File: config.mk
export PLATFORM = sky130hd
export DESIGN_NAME = jtopl_sh_ring
export DESIGN_NICKNAME = d
export VERILOG_FILES = /design/src/rtl/jtopl_pkg.sv /design/src/rtl/jtopl_sh_ring_slot_cnt.sv /design/src/rtl/jtopl_sh_ring.sv
export SDC_FILE = /design/constraint.sdc
export NUM_CORES = 1
export LEC_CHECK = 0
export CAP_MARGIN = 40
export CORE_MARGIN = 5
export CORE_UTILIZATION = 40
export DETAILED_ROUTE_END_ITERATION = 10
export PLACE_DENSITY_LB_ADDON = 0.05
export SYNTH_ARGS = -nofsm -noshare
export SYNTH_HDL_FRONTEND = slang
export SYNTH_SLANG_ARGS = --single-unit
export TNS_END_PERCENT = 100
File: constraint.sdc
create_clock -name clk -period 2.2 [get_ports clk]
set_input_delay 0.44 -clock clk [delete_from_list [all_inputs] [get_ports clk]]
set_output_delay 0.44 -clock clk [all_outputs]
set_load 0.02 [all_outputs]
File: src/rtl/jtopl_pkg.sv
// Shared constants for the OPL slot datapath: slot count and a clog2 helper
// used to size slot indices.
package jtopl_pkg;

    localparam int OPL_SLOTS = 18;

    function automatic int clog2(input int n);
        int r;
        r = 0;
        for (int i = 0; i < 31; i++) begin
            if ((1 << i) < n) r = i + 1;
        end
        return r;
    endfunction

endpackage

File: src/rtl/jtopl_sh_ring_slot_cnt.sv
// Slot counter for the shift ring: counts cen pulses modulo STAGES and
// flags slot 0.
module jtopl_slot_cnt
    import jtopl_pkg::*;
#(
    parameter int STAGES = OPL_SLOTS,
    localparam int SW = clog2(STAGES)
) (
    input  logic          clk,
    input  logic          rst_n,
    input  logic          cen,
    output logic [SW-1:0] slot,
    output logic          zero
);

    localparam logic [SW-1:0] LAST = SW'(STAGES - 1);

    always_ff @(posedge clk or negedge rst_n) begin
        if (!rst_n) begin
            slot <= '0;
        end else if (cen) begin
            slot <= (slot == LAST) ? '0 : slot + 1'b1;
        end
    end

    assign zero = (slot == '0);

endmodule

File: src/rtl/jtopl_sh_ring.sv
// Per-slot shift register: a plain delay line (RING=0) or a recirculating
// ring where each slot can be rewritten as it passes the entry (RING=1).
module jtopl_sh_ring
    import jtopl_pkg::*;
#(
    parameter int              WIDTH  = 5,
    parameter int              STAGES = OPL_SLOTS,
    parameter logic [WIDTH-1:0] RSTVAL = '0,
    parameter int              TAP    = 0,
    parameter int              RING   = 1,
    localparam int             SW     = clog2(STAGES)
) (
    input  logic             clk,
    input  logic             rst_n,
    input  logic             cen,
    input  logic             clr,
    input  logic [WIDTH-1:0] din,
    input  logic             we,
    input  logic [SW-1:0]    wr_slot,
    output logic [WIDTH-1:0] drop,
    output logic [WIDTH-1:0] tap,
    output logic [SW-1:0]    slot,
    output logic             zero
);

    generate
        if (STAGES < 3 || STAGES > 64) begin : g_bad_stages
            $error("jtopl_sh_ring: STAGES must be in 3..64");
        end
        if (TAP < 0 || TAP > STAGES - 1) begin : g_bad_tap
            $error("jtopl_sh_ring: TAP must be in 0..STAGES-1");
        end
    endgenerate

    logic [WIDTH-1:0] st [STAGES];
    logic [WIDTH-1:0] entry;

    // The last stage always holds the current slot's value, so recirculating
    // it keeps every slot aligned with the counter.
    always_comb begin
        entry = din;
        if (RING != 0 && !(we && wr_slot == slot)) entry = st[STAGES-1];
    end

    always_ff @(posedge clk or negedge rst_n) begin
        if (!rst_n) begin
            for (int i = 0; i < STAGES; i++) st[i] <= RSTVAL;
        end else if (cen) begin
            if (clr) begin
                for (int i = 0; i < STAGES; i++) st[i] <= RSTVAL;
            end else begin
                st[0] <= entry;
                for (int i = 1; i < STAGES; i++) st[i] <= st[i-1];
            end
        end
    end

    assign drop = st[STAGES-1];
    assign tap  = st[TAP];

    jtopl_slot_cnt #(.STAGES(STAGES)) u_slot_cnt (
        .clk  (clk),
        .rst_n(rst_n),
        .cen  (cen),
        .slot (slot),
        .zero (zero)
    );

endmodule
---- After elaboration in Yosys (flattened, before gate mapping) ----
Index checks and enable logic that the tools add are counted.
word-level totals
  latch bits .............................. 0
  RAM bits ................................ 0
  memories ................................ 0
  bits in read-only memories .............. 0
  register bits ........................... 95
cells by class
  $add $sub $neg .......................... 1
  muxes and demuxes ....................... 3
  bitwise gates (word level) .............. 0
  multiply operators ...................... 0
  reductions and logical operators ........ 2
  equal/unequal tests ..................... 2
  order comparisons ....................... 0
  shifts and indexed selects .............. 0
  div/mod/pow operators ................... 0
operator list
  cell                   number
  $mux W90               1
  $mux W5                2
  $add A5 B1 Y5 const B  1
  $eq A5 B5 Y1           1
  $eq A5 B5 Y1 const B   1
  $logic_not A5 Y1       1
  $logic_and A1 B1 Y1    1

---- Depth between registers and ports, before layout ----
Gate-level depths: netlist of the first run.
  word-level depth ........................ 4
  depth in mapped cells ................... 6
  depth with buffers taken out ............ 6

---- By module ----
A second synthesis of the first run with hierarchy kept.
second synthesis, totals
  cell total of the unflattened synthesis .. 426
  area, all modules ....................... 4167.7 um^2
modules (own cells, without submodules)
  module          times used  cells an instance  area an instance (um^2)
  jtopl_sh_ring   1           397                3880.0
  jtopl_slot_cnt  1           29                 287.8

---- Worst setup path before layout of the first run ----
OpenSTA, ideal clock, no wires.
  kind .................................... reg2out
  start point ............................. register u_slot_cnt.slot[0]
  end point ............................... output zero
  setup slack ............................. 0.301 ns
  path buffers ............................ 0
  data arrival time ....................... 1.459 ns
  cell stages (with the launch flop) ...... 4
  cell sequence ........................... dfrtp_1 inv_1 ha_1 nor4b_1
between the ends
  cells in the longest elaborated chain, start to end .. 1
RTL lines
  item                    line                          text
  from (decl)             jtopl_sh_ring_slot_cnt.sv:12  output logic [SW-1:0] slot,
  from (signal assigned)  jtopl_sh_ring_slot_cnt.sv:22  slot <= (slot == LAST) ? '0 : slot + 1'b1;
  $logic_not A5 Y1        jtopl_sh_ring_slot_cnt.sv:26  assign zero = (slot == '0);
  to (decl)               jtopl_sh_ring.sv:23           output logic zero
Every way passes these cells.

---- Final worst setup path of the first run ----
  start point ............................. register u_slot_cnt.slot[1]
  end point ............................... output zero
The elaborated chain is that of the path after synthesis.

==> results of run 1 <==
==> cell families (layout without fill, tap and decap cells) <==
| kind of cell | count (synthesis) | after routing | synth area share [%] |
|---|---|---|---|
| buffers and inverters | 124 | 140 | 12.2 |
| AND/OR/NAND/NOR | 107 | 107 | 15.9 |
| AO/OA/AOI/OAI | 96 | 96 | 12.7 |
| XOR/XNOR | 6 | 6 | 1.26 |
| flip-flops | 95 | 95 | 57.1 |
| adder cells (fa/ha/maj) | 3 | 3 | 0.901 |
==> timing repair <==
item / CTS / global route
hold buffers: 1 / 0
buffers inserted: 0 / 0
setup endpoints to repair: 1 / 0
endpoints found under the hold margin: 18 / 0
resized for setup: 1 / 0
==> through the flow <==
step | total power (W) | utilization (%) | setup WS, ns
2_1_floorplan | 0.00211 | - | 0.301
3_3_place_gp | 0.00231 | 44.4 | 0.133
3_5_place_dp | 0.00232 | 44.4 | 0.129
4_1_cts | 0.00372 | 46.9 | 0.0524
5_1_grt | 0.00383 | 46.9 | 0.00326
6_report | 0.00366 | 46.9 | 0.107
==> worst max-delay path, cell delays in order (launching register included) <==
cell and delay (ns):
dfrtp_1 0.44, inv_1 0.12, ha_1 0.15, nor4b_1 0.21, dlygate4sd2_1 0.37
==> state kept, by name (all words and copies together) (netlist names) <==
signal           count
tap                  5
drop                 5
st                  80
u_slot_cnt.slot      5
==> synth_stat cells <==
cell      instances  share of area, %
a21oi_1           1              0.12
a221o_1           5               1.2
a311oi_2          1              0.36
a31oi_1           1              0.15
and4_2            1              0.24
buf_1             2              0.18
buf_2             3              0.36
buf_4            10               1.8
clkbuf_1         26               2.3
dfrtp_1          95                57
ha_1              3              0.90
inv_1            82               7.4
inv_2             1             0.090
nand2_1           9              0.81
nand3_1           3              0.36
nand3b_1          6               1.1
nand4_1           1              0.15
nor2_1            3              0.27
nor2b_1           5              0.75
nor3_1            1              0.12
nor4_4            1              0.51
nor4b_1           1              0.21
o21ai_0          83                10
o31ai_1           5              0.90
or3_1            76                11
xnor2_1           2              0.42
xor2_1            4              0.84
==> power by group through the flow <==
stage	clock network, W	registers (W)	logic (W)
6_report	0.00139	0.00182	0.000446
2_1_floorplan	0	0.00188	0.000228
3_5_place_dp	0	0.00186	0.000459
4_1_cts	0.00144	0.00183	0.000457
3_3_place_gp	0	0.00186	0.000454
5_1_grt	0.00151	0.00183	0.000488
==> per-layer routing <==
metal	share of wire, %	vias to the layer above	wire [µm]	global-route usage, %
met5	0	-	0	0
met4	2.6	0	207	7.21
met3	3.8	13	304	3.02
met2	40	45	3180	17.9
met1	54	1365	4320	21.4
li1	-	1409	-	-
==> how the worst min path moves through the flow <==
stage | startpoint | to | slack [ns]
after floorplan | rst_n | drop[0] | 0.14
after global placement | rst_n | u_slot_cnt.slot[2] | 0.35
final | rst_n | u_slot_cnt.slot[2] | 0.49
after global routing | rst_n | st[18] | 0.50
after CTS | rst_n | u_slot_cnt.slot[2] | 0.49
after detailed placement | rst_n | u_slot_cnt.slot[2] | 0.36
==> cell type report <==
| type | instances | area, µm² | area share [%] |
|---|---|---|---|
| clock inverter | 6 | 108 | 2.24 |
| tap | 136 | 170 | 3.55 |
| sequential | 95 | 2380 | 49.6 |
| inverter | 83 | 312 | 6.50 |
| multi-input combinational | 212 | 1280 | 26.7 |
| clock buffer | 10 | 138 | 2.87 |
| timing repair buffer | 41 | 409 | 8.53 |
==> run_results.csv, run 1 <==
group,metric,value,unit
sta,finalSetupViolations,0,
power_and_ir_drop,clkPwrFrac,38.0,%
clocking,cts-root-buf,"clkbuf_8",
global_routing,grt_start_max_net_pins,99,
sta,final.setup.tns,0,ns
floorplan,die_y,112,µm
floorplan,die_area,12600,µm²
global_routing,antenna_found_initial,0,
clocking,cts_tree,"done",
place,dp_hpwl,4620,µm
setup_path,endpoint,"zero",
setup_path,rr_endpoint,"tap[1]",
power_and_ir_drop,seqPwrFrac,49.8,%
yosys,ys_seq_area_share,57.1,%
floorplan,start_util,40.7,%
setup_path,crit_fanout,5,
yosys,synth_warnings,0,
clocking,numCtsBuffers,9,
final_layout,fin_cells,583,
sta,hold_viol,0,
place,dp.cells,566,
yosys,synth_cell_type_count,27,
power_and_ir_drop,p_int,0.00274,W
routing,drt-pass1-iter-count,4,
setup_path,cp-start-kind,"flip-flop",
sta,tightest_slew,0.392,ns
routing,vias_per_cell,4.86,
global_routing,grt_pass1_vias,2833,
job,maxCapViolCount,0,
power_and_ir_drop,power_leakage,1.98,nW
sta,clock_skew,0.0117,ns
yosys,syn-num-nets,449,
hold_path,hold_class,"in -> async",
power_and_ir_drop,vdd_drop_max,288,µV
routing,drtIter0Drc,222,
global_routing,globalRouteOverflowTotal,0,
final_layout,design_area,4800,µm²
routing,wl,8010,µm
sta,final-max-slew-violation-count,0,
final_layout,syn2layout_area_growth,15.1,%
yosys,syn_area,4170,µm²
final_layout,diodes,0,
final_layout,nFillCells,979,
sta,worst_hold_slack,0.494,ns
place,placed_cell_area,4540,µm²
place,io_buffers,30,
power_and_ir_drop,pwr-share-comb,12.2,%
floorplan,coreArea,10200,µm²
clocking,htreeDepth,3,
clocking,insertion_delay,0.37,ns
final_layout,final_common_cell,"dfrtp_1",
sta,min_period,2.09,ns
place,gp_congestion,0.773,
clocking,cts_buffer_depth,2,
setup_path,r2r_cells,4,
routing,routedWlPerCell,13.7,µm
sta,fmax,478,MHz
setup_path,worstSetupEndpointType,"output pin",
global_routing,grt_usage,13.8,%
clocking,clock_sinks,95,
power_and_ir_drop,p_switching,0.000924,W
final_layout,drive_gt1_share,7.38,%
setup_path,rrSetupSlack,0.52,ns
routing,ant_nets,0,
sta,relSlewSlack,73.9,%
setup_path,worstPathRequired,1.76,ns
setup_path,crit_type,"reg -> out",
setup_path,crit_arrival,1.65,ns
setup_path,critPathLaunch,"u_slot_cnt.slot[1]",
yosys,synth_seq_cells,95,
power_and_ir_drop,cellPowerDensity,764,nW/µm²
status,status,"complete, no violations",
power_and_ir_drop,p_sw_share,25.2,%
setup_path,rr_startpoint,"u_slot_cnt.slot[4]",
routing,num_vias,2832,
final_layout,layout_common_cells,"dfrtp_1, o21ai_0, inv_1",
final_layout,nets,460,
yosys,avgSynthCellArea,9.67,µm²
floorplan,die_x,112,µm
global_routing,grt_pass1_wl,14300,µm
floorplan,pin_count,31,
floorplan,std_cell_rows,37,
sta,period_share,95.1,%
routing,drc,0,
clocking,path_clk_slew,0.09,ns
yosys,postSynthCellCount,431,
sta,rsz0062_at_grt,"false",
(Power assumes the default switching activity.)
==> run 2: changes to the inputs <==
MAX_ROUTING_LAYER = met4   (was unset)
SYNTH_HIERARCHICAL = 1   (was unset)
==> run 2 against run 1 <==
Effect of this change: critical path depth is 1 higher; cell count is 0.69% higher; via count is 1.4% higher; largest power group unchanged; highest routed layer unchanged.
==> run_results.csv, run 2 <==
group,metric,value,unit
routing,ant_nets,0,
global_routing,grt_pass1_wl,14700,µm
place,dp_hpwl,5290,µm
yosys,syn-num-nets,444,
floorplan,std_cell_rows,37,
routing,wl_met3,287,µm
final_layout,nFillCells,980,
yosys,yosys.area_share.simple,15.2,%
sta,tightest_slew,0.399,ns
final_layout,drive_gt1_share,9.09,%
yosys,synth_mux_area_share,0,%
routing,drt-pass1-iter-count,4,
final_layout,fin_cells,587,
global_routing,globalRouteOverflowTotal,0,
yosys,synth_top_family_by_area,"simple AND/OR/NAND/NOR gates",
power_and_ir_drop,clkPwrFrac,33.6,%
power_and_ir_drop,cellPowerDensity,736,nW/µm²
yosys,synthFlopType,"dfrtp_1",
routing,drtIter0Drc,215,
setup_path,worstPathRequired,1.76,ns
floorplan,die_y,112,µm
floorplan,start_util,40.7,%
routing,top_layer_used,"met4",
yosys,synth_seq_cells,95,
sta,relSlewSlack,73.4,%
setup_path,crit_fanout,3,
final_layout,final_util,47.0,%
power_and_ir_drop,pwr-share-comb,15.5,%
final_layout,diodes,0,
clocking,numCtsBuffers,9,
sta,min_period,2.06,ns
yosys,synth_cell_type_count,28,
routing,num_vias,2873,
final_layout,layout_common_cells,"dfrtp_1, inv_1, o21ai_0",
yosys,synth_xor_area_share,1.26,%
clocking,cts_tree,"done",
sta,clock_skew,0.0122,ns
yosys,synth.area.top_cells,"dfrtp_1, or3_1, o21ai_0, inv_1, clkbuf_1",
setup_path,worstSetupEndpointType,"output pin",
routing,wl,8540,µm
routing,routedWlPerCell,14.6,µm
clocking,htreeDepth,3,
final_layout,nets,464,
routing,drc,0,
routing,vias_per_cell,4.89,
final_layout,largest_register_ffs,80,
floorplan,die_area,12600,µm²
final_layout,final_common_cell,"dfrtp_1",
yosys,ys_seq_area_share,57.0,%
setup_path,crit_arrival,1.62,ns
clocking,cts_buffer_depth,2,
clocking,clock_sinks,95,
floorplan,coreArea,10200,µm²
power_and_ir_drop,power_leakage,1.98,nW
yosys,synth.most_common_cell,"dfrtp_1",
place,gp_congestion,0.682,
sta,final-max-slew-violation-count,0,
yosys,syn_area,4170,µm²
yosys,yosysTopAreaCell,"dfrtp_1",
yosys,synth-compound-area-share,13.6,%
place,io_buffers,30,
yosys,synth_edf_count,0,
clocking,cts-root-buf,"clkbuf_8",
final_layout,syn2layout_area_growth,15.4,%
setup_path,crit_type,"reg -> out",
yosys,synth_fa_ha_area_share,0.901,%
global_routing,grt_start_max_net_pins,103,
yosys,synth_common_cells,"dfrtp_1, inv_1, o21ai_0, or3_1, clkbuf_1",
status,status,"complete, no violations",
final_layout,largest-register,"st",
power_and_ir_drop,seqPwrFrac,50.9,%
setup_path,cp_slowest_cell,"dfrtp_1",
power_and_ir_drop,p_switching,0.00100,W
power_and_ir_drop,vdd_drop_max,272,µV
yosys,synthArstFlopShare,100,%
setup_path,path_delay_family,"buffers and inverters",
routing,wirelength_met1,4450,µm
global_routing,grt_usage,14.7,%
setup_path,cp_slowest_stage_delay,0.39,ns
clocking,path_clk_slew,0.10,ns
yosys,avgSynthCellArea,9.78,µm²
floorplan,pin_count,31,
setup_path,cp-start-kind,"flip-flop",
power_and_ir_drop,fin_total_pwr,0.00354,W
sta,period_share,93.5,%
routing,met2_length,3690,µm
floorplan,die_x,112,µm
global_routing,grt_pass1_vias,2907,
yosys,synth_top_area_share,57.0,%
setup_path,cp_num_buf_inv,3,
place,dp.cells,570,
sta,fmax,486,MHz
job,maxCapViolCount,0,
clocking,insertion_delay,0.36,ns
clocking,cts_setup_buffers,0,
yosys,postSynthCellCount,426,
setup_path,crit_chain,"inv_1 > ha_1 > nor4b_2 > buf_4 > clkdlybuf4s15_1",
sta,hold_viol,0,
global_routing,antenna_found_initial,0,
yosys,synth_warnings,6,
power_and_ir_drop,p_int,0.00254,W
power_and_ir_drop,p_sw_share,28.3,%
sta,finalSetupViolations,0,
hold_path,hold_class,"in -> async",
[run 2: cell count changes after synthesis, moves of 2 or more]
cell	change
nand3b_1	+4
o311ai_0	+2
nand3_1	-2
buf_1	-2
or3_1	-7
[run 2: worst reg2reg max path, stage by stage (launching register included)]
cell and delay [ns]:
dfrtp_1 0.39, buf_4 0.15, xor2_1 0.20, nor4_4 0.35, a311oi_2 0.20, a221o_1 0.37
[run 2: kinds of logic (layout without fill, tap and decap cells)]
logic type | count (synthesis) | after routing
AO/OA/AOI/OAI | 100 | 100
XOR/XNOR | 6 | 6
adder cells (fa/ha/maj) | 3 | 3
buffers and inverters | 122 | 147
flip-flops | 95 | 95
AND/OR/NAND/NOR | 100 | 100
[run 2: layout make-up]
class / count / area [µm²] / area share [%]
clock inverter: 7 / 78.8 / 1.64
multi-input combinational: 209 / 1300 / 27.0
clock buffer: 9 / 124 / 2.58
inverter: 83 / 312 / 6.48
sequential: 95 / 2380 / 49.4
timing repair buffer: 48 / 450 / 9.37
tap: 136 / 170 / 3.54
[run 2: path summary, 6_finish.rpt]
kind                                           end          startpoint  slack [ns]  depth (start not counted)
min in group clk                            st[14]              st[14]        0.49                          2
worst min-delay path                        st[59]               rst_n        0.49                          2
max in group asynchronous       u_slot_cnt/slot[1]               rst_n        1.10                          3
worst max register to register              tap[4]  u_slot_cnt/slot[1]        0.42                          5
worst max-delay path                          zero  u_slot_cnt/slot[1]        0.14                          5
worst min register to register              st[14]              st[14]        0.49                          2
[run 2: through the flow]
| step | hold slack, ns | setup WS, ns | TNS, ns | instance area (µm²) |
|---|---|---|---|---|
| global placement | 0.347 | 0.102 | 0 | 4590 |
| detailed placement | 0.344 | 0.0605 | 0 | 4590 |
| floorplan | 0.144 | 0.306 | 0 | 4170 |
| CTS | 0.487 | 0.0130 | 0 | 4800 |
| global route | 0.521 | -0.00334 | -0.00334 | 4810 |
| finish | 0.489 | 0.143 | 0 | 4810 |
[run 2: timing repair]
| item | in CTS | in global routing |
|---|---|---|
| cloned | 0 | 0 |
| gates resized for setup | 1 | 2 |
| hold buffers | 1 | 0 |
| pin swaps | 0 | 0 |
| endpoints found under the hold margin | 18 | 0 |
| endpoints found under the setup margin | 1 | 1 |
[run 2: power groups by stage]
stage               Clock [W]  Combinational [W]  Sequential, W
global placement            0           0.000556        0.00183
floorplan                   0           0.000207        0.00190
CTS                   0.00123           0.000556        0.00180
finish                0.00119           0.000547        0.00180
detailed placement          0           0.000558        0.00183
global route          0.00131           0.000604        0.00181
[run 2: routing by layer]
| layer | vias to the layer above | track usage, % |
|---|---|---|
| met5 | - | - |
| met4 | 0 | 4.81 |
| met3 | 10 | 3.07 |
| met2 | 48 | 20.7 |
| met1 | 1388 | 21.3 |
| li1 | 1427 | - |
==> run 3: changes to the inputs <==
CORE_UTILIZATION = 58   (was 40)
SKIP_LAST_GASP = 1   (was unset)
==> run 3 against run 2 <==
Effect of this change: clock-buffer cell count is 2 higher; register-to-register slack better by 0.02 ns; power is 2.2% higher; via count is 1.3% lower; sequential share of layout area is 0.65 points higher; die area is 28% lower; global-route usage is 5.8 points higher; routed wire length is 6.8% lower; cell count is 7.3% lower; design area is 1.3% lower; sequential power hardly changed; largest power group unchanged.
==> run_results.csv, run 3 (synthesis gave the netlist of run 2 again) <==
group,metric,value,unit
setup_path,crit_type,"reg -> out",
clocking,insertion_delay,0.35,ns
routing,num_vias,2835,
sta,fmax,495,MHz
final_layout,regArea,2380,µm²
routing,ant_nets,0,
place,placed_cell_area,4510,µm²
sta,period_share,91.8,%
routing,drtIter0Drc,190,
final_layout,diodes,0,
global_routing,globalRouteOverflowTotal,0,
setup_path,cp_slowest_cell,"clkdlybuf4s50_1",
final_layout,layout_common_cells,"dfrtp_1, inv_1, o21ai_0",
setup_path,worstSetupEndpointType,"output pin",
sta,final-max-slew-violation-count,0,
setup_path,critPathLaunch,"u_slot_cnt/slot[2]",
global_routing,grt_usage,20.5,%
clocking,cts_buffer_depth,2,
final_layout,largest-register,"st",
power_and_ir_drop,clkPwrFrac,35.9,%
clocking,cts_tree,"done",
sta,tightest_slew,0.409,ns
setup_path,path_delay_family,"buffers and inverters",
place,io_buffers,30,
floorplan,die_y,94.8,µm
setup_path,cp-start-kind,"flip-flop",
hold_path,hold_class,"reg -> reg",
setup_path,cp_slowest_stage_delay,0.68,ns
power_and_ir_drop,p_sw_share,25.9,%
floorplan,start_util,58.4,%
power_and_ir_drop,seqPwrFrac,50.3,%
final_layout,final_common_cell,"dfrtp_1",
floorplan,std_cell_rows,31,
sta,min_period,2.02,ns
sta,clock_skew,0.00836,ns
power_and_ir_drop,cellPowerDensity,762,nW/µm²
routing,drt-pass1-iter-count,4,
sta,final.setup.tns,0,ns
clocking,path_clk_slew,0.09,ns
global_routing,grt_pass1_vias,2903,
sta,finalSetupViolations,0,
final_layout,nets,458,
sta,hold_viol,0,
final_layout,drive_gt1_share,7.87,%
status,status,"complete, no violations",
hold_path,holdCritStartpoint,"st[14]",
place,preCtsSetupSlack,0.145,ns
final_layout,multiInputGateArea,1290,µm²
floorplan,pin_count,31,
setup_path,rr_startpoint,"u_slot_cnt/slot[2]",
clocking,cts_setup_buffers,0,
clocking,cts-root-buf,"clkbuf_8",
sta,rsz0062_at_grt,"false",
power_and_ir_drop,p_int,0.00268,W
floorplan,die_x,94.8,µm
power_and_ir_drop,vdd_drop_max,454,µV
final_layout,nFillCells,586,
place,gp_congestion,0.809,
global_routing,antenna_found_initial,0,
setup_path,worstPathRequired,1.76,ns
floorplan,die_area,8980,µm²
final_layout,largest_register_ffs,80,
final_layout,syn2layout_area_growth,13.9,%
routing,drc,0,
setup_path,cp_num_buf_inv,1,
setup_path,crit_fanout,11,
floorplan,coreArea,7140,µm²
job,maxCapViolCount,0,
global_routing,grt_pass1_wl,14100,µm
final_layout,design_area,4750,µm²
routing,vias_per_cell,5.21,
setup_path,crit_chain,"clkdlybuf4s50_1",
power_and_ir_drop,power_leakage,1.98,nW
routing,wl,7960,µm
place,dp_hpwl,4720,µm
sta,relSlewSlack,72.4,%
global_routing,grt_start_max_net_pins,103,
clocking,clock_sinks,95,
routing,routedWlPerCell,14.6,µm
power_and_ir_drop,pwr-share-comb,13.8,%
clocking,htreeDepth,3,
sta,setup_ws,0.180,ns
setup_path,crit_arrival,1.58,ns
clocking,numCtsBuffers,9,
power_and_ir_drop,p_switching,0.000938,W
-- run 3: cell count changes in the layout (fill, tap and decap cells not counted) --
cell / delta
buf_12: +1
nor4b_1: +1
clkbuf_8: +2
inv_6: -1
clkinv_1: -1
bufinv_16: +1
nor4b_2: -1
clkinv_2: +1
clkdlybuf4s15_1: -1
clkbuf_2: +1
inv_1: +1
clkinvlp_4: -2
inv_8: -1
buf_4: -7
-- run 3: repair_timing --
action | 4_1_cts | 5_1_grt
hold endpoints to repair | 22 | 0
setup endpoints to repair | 1 | 1
gates resized for setup | 1 | 2
pin swaps | 0 | 0
hold buffers | 1 | 0
-- run 3: routing by layer --
layer / part of all wire (%) / GRT usage [%] / up-vias / wire length, µm
met3: 3.5 / 4.06 / 6 / 281
met4: 0.89 / 6.13 / 0 / 71
met5: 0 / - / - / 0
met1: 50 / 29.8 / 1378 / 4000
li1: - / - / 1409 / -
met2: 45 / 29.2 / 42 / 3600
-- run 3: power by group through the flow --
stage                     Sequential [W]  Combinational, W  Clock, W
after CTS                        0.00182          0.000508   0.00132
after detailed placement         0.00185          0.000504         0
final                            0.00182          0.000498   0.00130
after floorplan                  0.00190          0.000207         0
after global placement           0.00185          0.000500         0
after global routing             0.00183          0.000547   0.00141
-- run 3: through the flow --
| stage | util (%) | hold WS [ns] | power, W | instances |
|---|---|---|---|---|
| final | 66.5 | 0.491 | 0.00362 | 544 |
| after global routing | 66.5 | 0.522 | 0.00379 | 544 |
| after CTS | 66.6 | 0.495 | 0.00365 | 544 |
| after detailed placement | 63.2 | 0.367 | 0.00236 | 527 |
| after global placement | 63.2 | 0.361 | 0.00235 | 527 |
| after floorplan | - | 0.144 | 0.00210 | 426 |
-- run 3: worst paths after layout --
path,depth (start not counted),slack (ns),end
hold reg to reg,2,0.49,st[14]
max in group asynchronous,3,1.10,st[66]
hold / removal,2,0.49,st[14]
min in group asynchronous,2,0.52,st[29]
setup / recovery,1,0.18,slot[2]
setup reg to reg,4,0.44,tap[4]
-- run 3: layout make-up --
type                    instances  area share (%)
clock buffers                  11            3.19
clock inverters                 5            1.66
inverters                      83            6.56
multi-input cells             209            27.2
flip-flops and latches         95            50.1
well taps                      99            2.61
repair buffers                 42            8.70
-- run 3: tightest hold or removal path, stage by stage (launching register included) --
cell and delay, ns:
dfrtp_1 0.36, nand2_1 0.05, o31ai_1 0.05
